--- src/rtl/music_pkg.sv ---
// Shared music-path definitions: default field widths, rest code and the
// per-voice state record used by the chord player.
package music_pkg;

  localparam int DEF_NOTE_W = 6;
  localparam int DEF_DUR_W  = 6;

  localparam logic [DEF_NOTE_W-1:0] REST_NOTE = '0;

  typedef struct packed {
    logic [DEF_NOTE_W-1:0] note;
    logic [DEF_DUR_W-1:0]  remaining;
  } voice_state_t;

endpackage

--- src/rtl/voice_slot.sv ---
// One voice of the chord allocator: holds a note code and its remaining-beat
// counter; a load always wins over a decrement in the same cycle.
module voice_slot
  import music_pkg::*;
#(
  parameter int NOTE_W = DEF_NOTE_W,
  parameter int DUR_W  = DEF_DUR_W
) (
  input  logic              clk,
  input  logic              reset,
  input  logic              load,
  input  logic              dec,
  input  logic [NOTE_W-1:0] load_note,
  input  logic [DUR_W-1:0]  load_dur,
  output logic [NOTE_W-1:0] note,
  output logic [DUR_W-1:0]  remaining,
  output logic              active
);

  always_ff @(posedge clk or posedge reset) begin
    if (reset) begin
      note      <= '0;
      remaining <= '0;
    end else if (load) begin
      note      <= load_note;
      remaining <= load_dur;
    end else if (dec && remaining != '0) begin
      remaining <= remaining - DUR_W'(1);
    end
  end

  assign active = (remaining != '0);

endmodule

--- src/rtl/chord_voice_allocator.sv ---
// Allocates incoming notes onto a pool of voice_slot instances and counts
// them down on the beat. Optional feature macro: VOICE_STEAL_EN.
module chord_voice_allocator
  import music_pkg::*;
#(
  parameter int NUM_VOICES = 3,
  parameter int NOTE_W     = DEF_NOTE_W,
  parameter int DUR_W      = DEF_DUR_W
) (
  input  logic                         clk,
  input  logic                         reset,
  input  logic                         play,
  input  logic                         beat,
  input  logic                         new_note,
  input  logic [NOTE_W-1:0]            note,
  input  logic [DUR_W-1:0]             duration,
  output logic [NUM_VOICES-1:0]        voice_load,
  output logic [NUM_VOICES*NOTE_W-1:0] voice_note,
  output logic [NUM_VOICES-1:0]        voice_active,
  output logic                         note_done,
  output logic                         overflow
);

  logic                             valid;
  logic                             any_free;
  logic                             dec;
  logic [NUM_VOICES-1:0]            free_sel;
  logic [NUM_VOICES-1:0]            load_sel;
  logic [NUM_VOICES-1:0][DUR_W-1:0] remaining;

  assign valid    = new_note && (note != NOTE_W'(REST_NOTE)) && (duration != '0);
  assign any_free = ~&voice_active;
  assign dec      = play & beat;

  // Lowest-index free voice, from state at the start of the cycle
  always_comb begin
    free_sel = '0;
    for (int unsigned i = 0; i < NUM_VOICES; i++) begin
      if (!voice_active[i] && free_sel == '0) free_sel[i] = 1'b1;
    end
  end

`ifdef VOICE_STEAL_EN
  localparam int IDX_W = $clog2(NUM_VOICES);

  logic [NUM_VOICES-1:0] steal_sel;
  logic [DUR_W-1:0]      min_rem;
  logic [IDX_W-1:0]      min_idx;

  // Strict less-than keeps the lowest index on ties
  always_comb begin
    min_rem   = remaining[0];
    min_idx   = '0;
    steal_sel = '0;
    for (int unsigned i = 1; i < NUM_VOICES; i++) begin
      if (remaining[i] < min_rem) begin
        min_rem = remaining[i];
        min_idx = IDX_W'(i);
      end
    end
    steal_sel[min_idx] = 1'b1;
  end

  assign load_sel = !valid   ? '0 :
                    any_free ? free_sel : steal_sel;
`else
  logic unused_remaining;

  assign load_sel         = (valid && any_free) ? free_sel : '0;
  assign unused_remaining = ^remaining;
`endif

  for (genvar g = 0; g < NUM_VOICES; g++) begin : g_voice
    voice_slot #(
      .NOTE_W (NOTE_W),
      .DUR_W  (DUR_W)
    ) u_slot (
      .clk       (clk),
      .reset     (reset),
      .load      (load_sel[g]),
      .dec       (dec),
      .load_note (note),
      .load_dur  (duration),
      .note      (voice_note[g*NOTE_W +: NOTE_W]),
      .remaining (remaining[g]),
      .active    (voice_active[g])
    );
  end

  always_ff @(posedge clk or posedge reset) begin
    if (reset) begin
      voice_load <= '0;
      overflow   <= 1'b0;
    end else begin
      voice_load <= load_sel;
      overflow   <= valid & ~any_free;
    end
  end

  // Held low during reset even if play is already high
  assign note_done = play & ~reset & ~|voice_active;

endmodule

--- config.mk ---
export PLATFORM = sky130hd
export DESIGN_NAME = chord_voice_allocator
export DESIGN_NICKNAME = d
export VERILOG_FILES = /design/src/rtl/music_pkg.sv /design/src/rtl/voice_slot.sv /design/src/rtl/chord_voice_allocator.sv
export SDC_FILE = /design/constraint.sdc
export NUM_CORES = 1
export LEC_CHECK = 0
export ABC_AREA = 1
export CORE_MARGIN = 4
export CORE_UTILIZATION = 56
export DETAILED_ROUTE_END_ITERATION = 12
export GPL_ROUTABILITY_DRIVEN = 0
export GPL_TIMING_DRIVEN = 1
export PLACE_DENSITY = 0.95
export SYNTH_ARGS = -nofsm -noshare
export SYNTH_HDL_FRONTEND = slang
export SYNTH_SLANG_ARGS = --single-unit
--- constraint.sdc ---
create_clock -name clk -period 4.65 [get_ports clk]
set_input_delay 1.1625 -clock clk [delete_from_list [all_inputs] [get_ports clk]]
set_output_delay 1.1625 -clock clk [all_outputs]
set_load 0.01 [all_outputs]
---- Yosys cells after proc, flatten, opt, wreduce, memory -nomap -nowiden ----
Cells that the tools add are included.
word-level totals
  register bits after elaboration ......... 40
  input bits .............................. 17
  word-level logic and storage cells ...... 49
  output and inout bits ................... 26
cells by class
  bitwise gates (word level) .............. 5
  mux-type cells .......................... 10
  reduce and logical (&&, ||, !) cells .... 23
  add/sub/neg operators ................... 3
operators by type and width
  cell                 number
  $mux 6               6
  $reduce_bool 6->1    5
  $sub 6x1->6 const B  3
  $logic_and 1x1->1    8
  $reduce_bool 2->1    3
  $and 1x1->1          4
  $logic_not 1->1      4
  $mux 1               3
  $mux 3               1
  $reduce_and 3->1     1
  $reduce_or 3->1      1
  $logic_not 2->1      1
  $not 1->1            1

---- Logic depth before layout (Yosys ltp) ----
  word-level depth ........................ 9
  mapped depth ............................ 12
  mapped depth without buffers ............ 12

---- Hierarchy ----
Synthesis repeated with hierarchy kept, for this count alone.
unflattened totals
  cell total of the unflattened synthesis .. 293
  area total of the unflattened synthesis .. 2247.2 um^2
by module, submodules not included
  module                 times used  cells an instance  area each (um^2)
  voice_slot             3           89                 680.7
  chord_voice_allocator  1           26                 205.2

---- Worst setup path after synthesis ----
OpenSTA, ideal clock, no wires.
  path kind ............................... input-to-output
  start ................................... input port reset
  end ..................................... output port note_done
  stages on the path ...................... 3
  path slack .............................. 1.028 ns
  data arrival time ....................... 2.459 ns
  buffers on the path ..................... 0
  path through ............................ inv_1 nand3_1 nor3_1
on the way
  word-level cells in the longest chain between the ends .. 3
ends and longest elaborated chain
  what                      RTL line                      source
  start, declared           chord_voice_allocator.sv:11   input logic reset,
  $not 1->1                 chord_voice_allocator.sv:101  assign note_done = play & ~reset & ~|voice_active;
  $and 1x1->1 (2 in a row)  chord_voice_allocator.sv:101
  end, declared             chord_voice_allocator.sv:20   output logic note_done,
Every way passes these cells.

---- Worst setup path after layout ----
Same ends and word-level chain as after synthesis.

==> results.cfg <==
[synthesis]
syn_inst = 267
yosys_warnings = 0
synth.avg_cell_area_sq_um = 8.38
synth_nets = 287
synth_seq_cells = 40
syn_area_sq_um = 2240
yosysSeqAreaShare = 0.447
synth_cell_types = 29

[cts]
cts_tree = done
clk_pin_slew_ps = 80
clkLatencyLatePin_ps = 290
cts.sink_count = 40
hold_buffers = 0
ctsResizeCount = 0
cts_buffers = 5
clock_path_buffers = 2
cts-root-buf = clkbuf_8
cts_setup_buffers = 0
htree_levels = 2

[global_route]
grt_overflow_total = 0
grt_max_degree = 41
grt_pass1_wl_mm = 8.73
antenna_found_initial = 0
grtUsageTotal = 0.216
grt_pass1_vias = 1992

[worst_setup_path]
end_kind = primary output
crit_path_top_delay_cell = clkdlybuf4s50_1
reg2regPathDepth = 11
crit_chain = clkdlybuf4s50_1 -> inv_1 -> nand3_1 -> nor3_1 -> clkdlybuf4s50_1
worstPathRequired_ps = 3490
r2r-start = g_voice[1].u_slot.remaining[0]
crit_type = in2out
path_max_fanout = 2
r2r-end = g_voice[2].u_slot.remaining[5]
max_stage_delay_ps = 560
cp-start-kind = input pin
crit_top_cell = clkdlybuf4s50_1
reg2reg_slack_ps = 2830
crit_arrival_ps = 2470

[route]
drt-pass1-iter-count = 4
wl_per_cell_um = 13.8
drc = 0
vias_per_cell = 5.20
postRouteAntennaNets = 0
drt-total-wl_mm = 4.97
initialDrtViolationCount = 114
vias = 1868

[pwr]
ir_worst_vdd_mv = 0.386
p_leak_nw = 1.42
p_per_area_nw_per_um2 = 623
finalPower_mw = 1.74

[job]
cap_viol_max_count = 0

[run_status]
status = complete, no violations

[timing]
tightest_slew_ps = 490
slew_violations = 0
fin_skew_ps = 4.66
min_period_ps = 3630
fin_setup_tns_ps = 0
slew-limit-headroom = 0.673
rsz0062_at_grt = no
fmax_ghz = 0.275
hold_slack_ps = 486
hold_viol_final = 0
setup_viol = 0
post-route-period-util = 0.781

[cells_and_area]
n_antenna_cell = 0
drive_above_1_share = 0.151
nets = 331
multiInputGateArea_sq_um = 1030
area_delta_synth_final_pct = 25.0
seq_area_sq_um = 1000
n_fill_cell = 290

[die]
die_x_um = 71.2
num_rows = 22
dieHeight_um = 71.2
core_sq_um = 3770
die_area_sq_um = 5070
initial_utilization = 0.594
ioPinCount = 43

[hold_path]
hold_path_class = reg2reg
hold-path-endpoint = g_voice[0].u_slot.note[1]
min_from = g_voice[0].u_slot.note[1]
min_path_cells = 2

[place]
io_buffers = 42
dp_hpwl_mm = 3.81
report_power, final:
part           internal (mW)  switching, mW
Combinational          0.371          0.430
Sequential             0.500          0.112
Clock                  0.211          0.119
Total                   1.08          0.661
layer usage:
layer  track usage  vias to the layer above  share of wire
met4        0.0564                        0          0.013
met2         0.366                       74           0.49
met5             0                        -              0
met3        0.0729                        7          0.099
li1              -                      919              -
met1         0.264                      868           0.40
final cells by class:
cell class,instances,area share
Inverter,39,0.0527
Clock inverter,2,0.0215
Sequential cell,40,0.358
Clock buffer,5,0.0246
Tap cell,48,0.0215
Multi-Input combinational cell,182,0.369
Timing Repair Buffer,43,0.153
cell usage after synthesis (all sizes together):
master  number  area, sq um
nand4        2         27.5
nand3b       1         7.51
nor3b        1         7.51
or2          3         18.8
nor3         2         10.0
clkinv       1         5.00
nand3       34          193
nor2        28          159
dfrtp       40         1000
xnor2        2         17.5
o21ai       20          164
ha           3         37.5
nand2       77          317
buf          6         56.3
a21oi        2         13.8
inv         38          143
xor2         7         61.3
cells by family after synthesis:
logic type / after synthesis / share of synthesized area
AND/OR/NAND/NOR: 148 / 0.330
XOR/XNOR: 9 / 0.0352
adder cells (fa/ha/maj): 3 / 0.0168
AO/OA/AOI/OAI: 22 / 0.0794
buffers and inverters: 45 / 0.0911
flip-flops: 40 / 0.447
per-stage QoR:
step	setup slack (ps)	std cells	area, sq um	utilization
6_report	1020	359	2800	0.742
5_1_grt	936	359	2800	0.742
4_1_cts	1010	359	2800	0.742
3_5_place_dp	1010	352	2670	0.708
3_3_place_gp	1030	352	2670	0.708
2_1_floorplan	1030	267	2240	-
how the worst max path moves through the flow:
stage / start / end / slack, ps
3_5_place_dp: reset / note_done / 1010
6_report: reset / note_done / 1020
3_3_place_gp: reset / note_done / 1030
4_1_cts: reset / note_done / 1010
5_1_grt: reset / note_done / 940
2_1_floorplan: reset / note_done / 1030
sequential cells by signal, indices dropped and copies added, names as in the netlist:
register                  count
g_voice.u_slot.remaining     18
overflow                      1
voice_load                    3
g_voice.u_slot.note          18
critical path: cells and delay by family:
kind	cells	cell delay (ps)
buffers and inverters	3	1090
AND/OR/NAND/NOR	2	220
layout by cell type, fill, tap and decap left out:
master and instances:
nand3_2 2, nand4_4 1, nor2_2 3, o21ai_2 17
nand3_4 1, nor2_8 1, a21oi_2 1, nand3_1 31
a21oi_1 1, or2_2 3, nor3_1 2, ha_1 3
nand4_1 1, nor3b_1 1, nor2_1 20, xnor2_1 2
clkinv_2 1, dfrtp_1 40, xor2_1 7, nor2_4 4
nand2_1 72, bufinv_16 2, o21ai_1 1, o21ai_0 2
inv_1 38, nand3b_1 1, nand2_4 3, clkbuf_8 5
nand2_2 2, buf_4 1, clkdlybuf4s50_1 42
No activity file was read; power rests on OpenSTA's default activity.
